`src/rtl/muldiv_if.sv`:
```
`default_nettype none
// ============================================================================
// Module      : muldiv_if
// Description : Request/result bundle for muldiv_unit.
//               master : issues start/op/a/b and MTHI/MTLO writes,
//                        observes busy/done/hi/lo/div_by_zero.
//               slave  : the multiply/divide unit itself.
// Revision    : 1.0 - initial release
// ============================================================================
interface muldiv_if #(
    parameter int WIDTH = 32
);
    logic             start;
    logic [1:0]       op;
    logic [WIDTH-1:0] a;
    logic [WIDTH-1:0] b;
    logic             hi_we;
    logic             lo_we;
    logic [WIDTH-1:0] wdata;
    logic             busy;
    logic             done;
    logic [WIDTH-1:0] hi;
    logic [WIDTH-1:0] lo;
    logic             div_by_zero;

    modport master (
        output start, op, a, b, hi_we, lo_we, wdata,
        input  busy, done, hi, lo, div_by_zero
    );

    modport slave (
        input  start, op, a, b, hi_we, lo_we, wdata,
        output busy, done, hi, lo, div_by_zero
    );
endinterface
`default_nettype wire

```
`src/rtl/muldiv_unit.sv`:
```
`default_nettype none
// ============================================================================
// Module      : muldiv_unit
// Description : Iterative MIPS multiply/divide unit with HI/LO registers.
//               MULT/MULTU use an LSB-first shift-add, DIV/DIVU a restoring
//               shift-subtract; one step per cycle for WIDTH cycles, then a
//               single sign fix-up cycle.
// Ports       : clock, reset       - clock, synchronous active-high reset
//               bus (slave)        - start/op/a/b request, hi_we/lo_we/wdata
//                                    MTHI/MTLO writes, busy/done handshake,
//                                    hi/lo results, div_by_zero flag
// Revision    : 1.0 - initial release
// ============================================================================
module muldiv_unit #(
    parameter int WIDTH = 32
) (
    input  wire logic  clock,
    input  wire logic  reset,
    muldiv_if.slave    bus
);

    localparam int               c_cnt_w     = $clog2(WIDTH);
    localparam logic [c_cnt_w-1:0] c_last_step = c_cnt_w'(WIDTH - 1);

    typedef enum logic [1:0] {
        S_IDLE   = 2'd0,
        S_RUN    = 2'd1,
        S_FINISH = 2'd2
    } state_t;

    state_t               r_state;
    logic [1:0]           r_op;
    logic [WIDTH-1:0]     r_mag_a;
    logic [WIDTH-1:0]     r_mag_b;
    logic [WIDTH-1:0]     r_orig_a;
    logic                 r_sign_a;
    logic                 r_sign_b;
    logic                 r_b_zero;
    logic [c_cnt_w-1:0]   r_cnt;
    logic [2*WIDTH-1:0]   r_acc;
    logic                 r_busy;
    logic                 r_done;
    logic [WIDTH-1:0]     r_hi;
    logic [WIDTH-1:0]     r_lo;
    logic                 r_dbz;

    // ------------------------------------------------------------------
    // Operand capture: signed ops (op[0]=0) latch absolute values.
    // ------------------------------------------------------------------
    logic             w_a_neg;
    logic             w_b_neg;
    logic [WIDTH-1:0] w_mag_a;
    logic [WIDTH-1:0] w_mag_b;

    always_comb begin
        w_a_neg = ~bus.op[0] & bus.a[WIDTH-1];
        w_b_neg = ~bus.op[0] & bus.b[WIDTH-1];
        w_mag_a = w_a_neg ? (~bus.a + 1'b1) : bus.a;
        w_mag_b = w_b_neg ? (~bus.b + 1'b1) : bus.b;
    end

    // ------------------------------------------------------------------
    // One iteration step. r_acc is shared by both algorithms:
    //   multiply: {partial product, remaining multiplier bits}
    //   divide  : {partial remainder, remaining dividend / quotient bits}
    // ------------------------------------------------------------------
    logic [WIDTH:0]     w_msum;
    logic [2*WIDTH-1:0] w_mul_next;
    logic [WIDTH:0]     w_shift;
    logic [WIDTH:0]     w_trial;
    logic               w_q_bit;
    logic [WIDTH-1:0]   w_rem_new;
    logic [2*WIDTH-1:0] w_div_next;

    always_comb begin
        w_msum     = {1'b0, r_acc[2*WIDTH-1:WIDTH]}
                   + (r_acc[0] ? {1'b0, r_mag_a} : {(WIDTH+1){1'b0}});
        w_mul_next = {w_msum, r_acc[WIDTH-1:1]};

        // The remainder is kept below the divisor, so the shifted value
        // needs one extra bit before the trial subtraction.
        w_shift    = r_acc[2*WIDTH-1:WIDTH-1];
        w_trial    = w_shift - {1'b0, r_mag_b};
        w_q_bit    = ~w_trial[WIDTH];
        w_rem_new  = w_q_bit ? w_trial[WIDTH-1:0] : w_shift[WIDTH-1:0];
        w_div_next = {w_rem_new, r_acc[WIDTH-2:0], w_q_bit};
    end

    // ------------------------------------------------------------------
    // Sign fix-up applied in FINISH. Negation wraps modulo 2^n, which is
    // what makes 0x80000000 / -1 come out as 0x80000000.
    // ------------------------------------------------------------------
    logic [2*WIDTH-1:0] w_prod;
    logic [WIDTH-1:0]   w_quo;
    logic [WIDTH-1:0]   w_rem;

    always_comb begin
        w_prod = r_acc;
        w_quo  = r_acc[WIDTH-1:0];
        w_rem  = r_acc[2*WIDTH-1:WIDTH];
        if ((r_op == 2'b00) && (r_sign_a ^ r_sign_b)) begin
            w_prod = ~r_acc + 1'b1;
        end
        if ((r_op == 2'b10) && (r_sign_a ^ r_sign_b)) begin
            w_quo = ~r_acc[WIDTH-1:0] + 1'b1;
        end
        if ((r_op == 2'b10) && r_sign_a) begin
            w_rem = ~r_acc[2*WIDTH-1:WIDTH] + 1'b1;
        end
    end

    // ------------------------------------------------------------------
    // Control FSM and result registers.
    // ------------------------------------------------------------------
    always_ff @(posedge clock) begin
        if (reset) begin
            r_state  <= S_IDLE;
            r_op     <= 2'b00;
            r_mag_a  <= '0;
            r_mag_b  <= '0;
            r_orig_a <= '0;
            r_sign_a <= 1'b0;
            r_sign_b <= 1'b0;
            r_b_zero <= 1'b0;
            r_cnt    <= '0;
            r_acc    <= '0;
            r_busy   <= 1'b0;
            r_done   <= 1'b0;
            r_hi     <= '0;
            r_lo     <= '0;
            r_dbz    <= 1'b0;
        end else begin
            r_done <= 1'b0;
            case (r_state)
                S_IDLE: begin
                    if (bus.start) begin
                        r_op     <= bus.op;
                        r_mag_a  <= w_mag_a;
                        r_mag_b  <= w_mag_b;
                        r_orig_a <= bus.a;
                        r_sign_a <= w_a_neg;
                        r_sign_b <= w_b_neg;
                        r_b_zero <= (bus.b == '0);
                        r_cnt    <= '0;
                        // Divide walks the dividend, multiply the multiplier.
                        r_acc    <= bus.op[1] ? {{WIDTH{1'b0}}, w_mag_a}
                                              : {{WIDTH{1'b0}}, w_mag_b};
                        r_busy   <= 1'b1;
                        r_dbz    <= 1'b0;
                        r_state  <= S_RUN;
                    end else begin
                        if (bus.hi_we) begin
                            r_hi <= bus.wdata;
                        end
                        if (bus.lo_we) begin
                            r_lo <= bus.wdata;
                        end
                    end
                end

                S_RUN: begin
                    r_acc <= r_op[1] ? w_div_next : w_mul_next;
                    r_cnt <= r_cnt + 1'b1;
                    if (r_cnt == c_last_step) begin
                        r_state <= S_FINISH;
                    end
                end

                S_FINISH: begin
                    if (!r_op[1]) begin
                        r_hi <= w_prod[2*WIDTH-1:WIDTH];
                        r_lo <= w_prod[WIDTH-1:0];
                    end else if (r_b_zero) begin
                        r_hi  <= r_orig_a;
                        r_lo  <= '1;
                        r_dbz <= 1'b1;
                    end else begin
                        r_hi <= w_rem;
                        r_lo <= w_quo;
                    end
                    r_done  <= 1'b1;
                    r_busy  <= 1'b0;
                    r_state <= S_IDLE;
                end

                default: begin
                    r_busy  <= 1'b0;
                    r_state <= S_IDLE;
                end
            endcase
        end
    end

    assign bus.busy        = r_busy;
    assign bus.done        = r_done;
    assign bus.hi          = r_hi;
    assign bus.lo          = r_lo;
    assign bus.div_by_zero = r_dbz;

endmodule
`default_nettype wire

```
`src/flat_wrapper.sv`:
```
// flat-port wrapper written by rule: the top's interface ports become plain ports
module muldiv_unit_flat 
#(
    parameter int WIDTH = 32
)
  (clock, reset, bus_start, bus_op, bus_a, bus_b, bus_hi_we, bus_lo_we, bus_wdata, bus_busy, bus_done, bus_hi, bus_lo, bus_div_by_zero);
  muldiv_if #(.WIDTH(WIDTH)) bus_i ();
  input  wire logic clock;
  input  wire logic reset;
  input wire logic [$bits(bus_i.start)-1:0] bus_start;
  input wire logic [$bits(bus_i.op)-1:0] bus_op;
  input wire logic [$bits(bus_i.a)-1:0] bus_a;
  input wire logic [$bits(bus_i.b)-1:0] bus_b;
  input wire logic [$bits(bus_i.hi_we)-1:0] bus_hi_we;
  input wire logic [$bits(bus_i.lo_we)-1:0] bus_lo_we;
  input wire logic [$bits(bus_i.wdata)-1:0] bus_wdata;
  output wire logic [$bits(bus_i.busy)-1:0] bus_busy;
  output wire logic [$bits(bus_i.done)-1:0] bus_done;
  output wire logic [$bits(bus_i.hi)-1:0] bus_hi;
  output wire logic [$bits(bus_i.lo)-1:0] bus_lo;
  output wire logic [$bits(bus_i.div_by_zero)-1:0] bus_div_by_zero;
  assign bus_i.start = bus_start;
  assign bus_i.op = bus_op;
  assign bus_i.a = bus_a;
  assign bus_i.b = bus_b;
  assign bus_i.hi_we = bus_hi_we;
  assign bus_i.lo_we = bus_lo_we;
  assign bus_i.wdata = bus_wdata;
  assign bus_busy = bus_i.busy;
  assign bus_done = bus_i.done;
  assign bus_hi = bus_i.hi;
  assign bus_lo = bus_i.lo;
  assign bus_div_by_zero = bus_i.div_by_zero;
  muldiv_unit #(.WIDTH(WIDTH)) u_core (.clock(clock), .reset(reset), .bus(bus_i));
endmodule
```
`config.mk`:
```
export PLATFORM = sky130hd
export DESIGN_NAME = muldiv_unit_flat
export DESIGN_NICKNAME = d
export VERILOG_FILES = /design/src/rtl/muldiv_if.sv /design/src/rtl/muldiv_unit.sv /design/src/flat_wrapper.sv
export SDC_FILE = /design/constraint.sdc
export NUM_CORES = 1
export LEC_CHECK = 0
export ABC_AREA = 0
export CAP_MARGIN = 20
export CORE_MARGIN = 3
export CORE_UTILIZATION = 47
export DETAILED_ROUTE_END_ITERATION = 10
export PLACE_DENSITY = 0.7
export REMOVE_ABC_BUFFERS = 1
export SETUP_SLACK_MARGIN = 0.1
export SLEW_MARGIN = 20
export SYNTH_ARGS = -nofsm -noshare
export SYNTH_HDL_FRONTEND = slang
export SYNTH_SLANG_ARGS = --single-unit
```
`constraint.sdc`:
```
create_clock -name clock -period 3.45 [get_ports clock]
set_input_delay 1.035 -clock clock [delete_from_list [all_inputs] [get_ports clock]]
set_output_delay 1.035 -clock clock [all_outputs]
set_load 0.005 [all_outputs]
```
== Word-level counts from Yosys, hierarchy flattened ==
Cells that the tools add are included.
W data, S select, Z words.
Word-level totals
  bits of input ports: 103
  word-level logic and storage cells: 93
  register bits after elaboration: 239
  output and inout bits: 67
Operators by class
  reductions and logical operators: 15
  bitwise gates (word level): 11
  multiplexer cells: 33
  equal/unequal tests: 11
  add/sub/neg operators: 8
Operators by type and width (number)
  $mux W32: 15
  $mux W64: 3
  $add A32 B1 Y32 const B: 4
  $not A32 Y32: 4
  $pmux W32 S2: 2
  $pmux W64 S2: 1
  $add A64 B1 Y64 const B: 1
  $not A64 Y64: 1
  $add A32 B33 Y33: 1
  $sub A33 B32 Y33: 1
  $logic_not A32 Y1: 1
  $pmux W5 S2: 1
  $ne A2 B2 Y1 const B: 4
  $reduce_and A2 Y1: 4
  $ne A2 B1 Y1 const B: 3
  $reduce_and A3 Y1: 2
  $add A5 B1 Y5 const B: 1
  $eq A5 B5 Y1 const B: 1
  $mux W1: 5
  $mux W5: 1
  $eq A2 B2 Y1 const B: 2
  $logic_not A2 Y1: 2
  $mux W2: 2
  $pmux W1 S2: 2
  other kinds (8): 14

== Longest topological paths before layout ==
  depth in word-level cells: 6
  depth in mapped cells: 14
  gate-level depth less buffers: 13

== Worst setup path after synthesis ==
No wires, ideal clock.
  path type: register -> register
  start: register u_core.r_acc[0]
  end: register u_core.r_acc[61]
  library setup time: 91 ps
  required time: 3359 ps
  path slack: 236 ps
  buffers on the path: 2
  clock period less this slack: 3214 ps
  stages on the path, launching flop included: 14
  arrival: 3123 ps
  cell sequence: dfxtp_1 > clkbuf_1 > clkbuf_1 > nand2_1 > fa_1 > nor2b_1 > o31ai_2 > a211oi_1 > o2111ai_1 > o211ai_1 > a311oi_1 > o21ai_0 > mux2_2 > a311oi_1
On the way
  word-level cells in the longest chain between the ends: 4
RTL lines
  start, declared: RTL line muldiv_unit.sv:40  | logic [2*WIDTH-1:0] r_acc;
  start signal, assigned: RTL line muldiv_unit.sv:146  | r_acc <= bus.op[1] ? {{WIDTH{1'b0}}, w_mag_a}
  start signal, assigned: RTL line muldiv_unit.sv:162  | r_acc <= r_op[1] ? w_div_next : w_mul_next;
  $mux W32: RTL line muldiv_unit.sv:77  | + (r_acc[0] ? {1'b0, r_mag_a} : {(WIDTH+1){1'b0}});
  $add A32 B33 Y33: RTL line muldiv_unit.sv:77
  $mux W64: RTL line muldiv_unit.sv:162
  $pmux W64 S2: RTL line muldiv_unit.sv:134  | case (r_state)
No other way between the ends.
A chain may end at the register's enable or synchronous reset.

== Final worst setup path ==
  start: input port bus_b[16]
  end: register u_core.r_acc[31]
On the way
  word-level cells in the longest chain between the ends: 6
RTL lines
  start, declared: RTL line flat_wrapper.sv:13  | input wire logic [$bits(bus_i.b)-1:0] bus_b;
  $not A32 Y32: RTL line muldiv_unit.sv:59  | w_mag_b = w_b_neg ? (~bus.b + 1'b1) : bus.b;
  $add A32 B1 Y32: RTL line muldiv_unit.sv:59
  $mux W32: RTL line muldiv_unit.sv:59
  $mux W32: RTL line muldiv_unit.sv:146
  $mux W64: RTL line muldiv_unit.sv:136  | if (bus.start) begin
  $pmux W64 S2: RTL line muldiv_unit.sv:134
No other way between the ends. The select of a mux whose other input is x is not followed.

==> results.cfg <==
[status]
status = finished clean

[synth]
synth.distinct_cells = 93
avgSynthCellArea_sq_um = 7.47
syn_inst = 2386
yosysTopAreaCell = dfxtp_1
synth-seq-area-share_pct = 26.7
synth_top_area_share_pct = 26.7
syn_area_sq_um = 17800
synthTopCellsByArea = dfxtp_1 (27%), a21oi_1 (6.9%), nand2_1 (5.7%)
synth-main-ff-cell = dfxtp_1
synth-edff-count = 0
synth-async-reset-ratio_pct = 0
ys_ff_latch = 238
yosysWarnings = 0

[route]
drt_iter0_markers = 1859
drc = 0
detail-route-antenna-nets = 0
vias = 19552
wl_per_cell_um = 22.2
first_pass_iters = 6
drt-vias-per-instance = 6.08
wl_mm = 71.3

[floorplan]
die_h_um = 201
die_area_sq_um = 40300
io_pins = 170
die_w_um = 201
start_util_pct = 48.2
row_count = 70
coreArea_sq_um = 37000

[cells_and_area]
syn_to_final_growth_pct = 28.1
final_common_cell = buf_4
num-nets-final = 2864
stdcell_count = 3214
layout_common_cells = buf_4 (285), nand2_1 (272), nor2_1 (252)
drive_gt1_share_pct = 16.1
multiInputGateArea_sq_um = 12200
fillers = 3462
antennaDiodeCount = 0
regArea_sq_um = 4770

[power]
power_switching_mw = 2.85
p_per_area_nw_per_um2 = 384
p_seq_share_pct = 35.1
leakage_nw = 9.36
netSwitchingFraction_pct = 32.5
power_frac_clock_pct = 37.0
pwr-share-comb_pct = 27.9
peakVddDrop_mv = 0.407
p_int_mw = 5.92

[critical_path]
critPathArrivalTime_ns = 3.80
r2r-start = u_core.r_acc[32]$_SDFFE_PP0P_
required_ns = 3.97
r2r_slack_ns = 0.16
reg2reg_to = u_core.r_acc[47]$_SDFFE_PP0P_
worstSetupPathType = in -> reg
critPathLaunchType = primary input
reg2regPathDepth = 15
endpoint_kind = flip-flop
worst_path_max_delay_cell = or4b_4
cpPeakStageDelay_ns = 0.55
cp_cell_sequence = clkdlybuf4s50_1 > or3_1 > or3_4 > or4b_4 > nand2b_1 > buf_4 > nor4_2 > o21a_1 > mux2i_1 > nor3_1 > a221o_1
crit_fanout = 3

[cts]
clock-sinks = 238
cts_tree = done
clk_pin_slew_ns = 0.06
worstSkewPairLatency_ns = 0.59
cts_max_level = 1
clk_root_buffer_cell = clkbuf_16
clk_path_buf_depth = 3
cts_buffers = 29

[global_route]
grt_usage_pct = 33.6
grt_pass1_wl_mm = 108
first_global_vias = 18600
gr-total-overflow = 0
antenna_found_initial = 1
grt_start_max_net_pins = 109

[sta]
finalSetupTns_ns = 0
setup_viol = 0
fmax_mhz = 304
min_period_over_period_pct = 95.3
drv_slew = 0
slew-limit-headroom_pct = 33.7
worstMarginPinSlew_ns = 0.994
finalHoldViolCount = 0
timing.hold.ws_ns = 0.453
rsz0062_at_grt = true
fin_ws_ns = 0.162
fin_skew_ns = 0.0309
fin_crit_ns = 3.29

[worst_hold_path]
holdPathEnd = u_core.bus.lo[25]$_SDFFE_PP0P_
hold_path.class = reg -> reg
worstHoldStart = u_core.bus.lo[25]$_SDFFE_PP0P_
holdPathStages = 2

[placed_design]
io_buffers = 169
dp_hpwl_mm = 54.8
place_inst = 3151
globalplace.congestion = 1.04
pre_cts_slack_ns = -0.534

[job]
drv_cap = 0
==> metrics by stage <==
| stage | power [mW] | util [%] | area (sq um) |
|---|---|---|---|
| after floorplan | 4.37 | - | 17000 |
| after global placement | 5.44 | 58.4 | 21600 |
| after detailed placement | 5.47 | 58.4 | 21600 |
| after CTS | 8.71 | 61.1 | 22600 |
| after global routing | 9.10 | 61.7 | 22800 |
| final | 8.77 | 61.7 | 22800 |
==> metal layers <==
metal	vias up	track usage, %	part of all wire (%)
met5	-	0	0.018
met4	2	12.8	4.4
met3	185	4.51	7.4
met2	918	55.0	45
met1	9270	45.1	43
li1	9177	-	-
==> synthesized netlist by cell type (33+ instances only) <==
| cell | n |
|---|---|
| o211ai_1 | 43 |
| and2_1 | 42 |
| nand3_1 | 33 |
| clkbuf_1 | 153 |
| o21ai_0 | 108 |
| dfxtp_1 | 238 |
| inv_1 | 63 |
| a31oi_1 | 43 |
| ha_1 | 70 |
| a211oi_1 | 77 |
| a21oi_1 | 246 |
| nand2_1 | 272 |
| xor2_1 | 88 |
| xnor2_1 | 101 |
| nor2_1 | 253 |
| nor3_1 | 52 |
| mux2i_1 | 61 |
| a21o_1 | 34 |
==> registers in the layout, summed over array words and instances, names as in the netlist <==
name,flops
u_core.bus.busy,1
u_core.bus.div_by_zero,1
u_core.bus.done,1
u_core.bus.hi,32
u_core.bus.lo,32
u_core.r_acc,64
u_core.r_b_zero,1
u_core.r_cnt,5
u_core.r_mag_a,31
u_core.r_mag_b,32
u_core.r_op,2
u_core.r_orig_a,32
u_core.r_sign_a,1
u_core.r_sign_b,1
u_core.r_state,2
==> logic make-up after synthesis <==
kind of cell	count (synthesis)	share of synthesized area (%)
compound gates	741	26.9
xor+xnor	189	9.29
fa+ha+maj	72	5.14
buf+inv	256	5.89
flops	238	26.7
mux	67	3.84
simple gates	823	22.2
==> worst max path at each step <==
stage                                        from                        endpoint  slack, ns  depth (start not counted)
floorplan                               bus_start   u_core.r_acc[55]$_SDFFE_PP0P_      -8.73                          4
global placement                        bus_b[16]   u_core.r_acc[25]$_SDFFE_PP0P_      -0.51                         10
detailed placement                      bus_b[16]   u_core.r_acc[31]$_SDFFE_PP0P_      -0.53                         11
CTS                 u_core.r_acc[32]$_SDFFE_PP0P_  u_core.bus.hi[28]$_SDFFE_PP0P_       0.10                         11
global route        u_core.r_acc[32]$_SDFFE_PP0P_   u_core.r_acc[42]$_SDFFE_PP0P_       0.05                         15
finish                                  bus_b[16]   u_core.r_acc[31]$_SDFFE_PP0P_       0.16                         11
==> timing repair <==
action                     CTS  global route
hold endpoints to repair     0             0
buffers inserted             1             9
pin swaps                    1            11
gates resized for setup     10            37
setup endpoints to repair   27            37
hold buffers                 0             0
cloned                       0             1
==> final cells by class <==
class | count | area share [%]
Sequential cell | 238 | 20.9
Tap cell | 504 | 2.76
Timing Repair Buffer | 463 | 17.5
Clock buffer | 38 | 3.50
Multi-Input combinational cell | 1892 | 53.4
Clock inverter | 14 | 0.795
Inverter | 65 | 1.07
==> power groups by stage <==
| stage | logic [mW] | clock network, mW | registers, mW |
|---|---|---|---|
| after floorplan | 1.25 | 0 | 3.13 |
| after detailed placement | 2.34 | 0 | 3.13 |
| final | 2.45 | 3.24 | 3.08 |
| after CTS | 2.37 | 3.27 | 3.07 |
| after global routing | 2.63 | 3.38 | 3.09 |
| after global placement | 2.31 | 0 | 3.12 |
==> worst max-delay path, delay by kind of cell <==
family          cells  cell delay [ns]
compound gates      2             0.31
buf+inv             2             0.56
mux                 1             0.08
simple gates        6             1.84
Power figures use the tool's default switching activity.
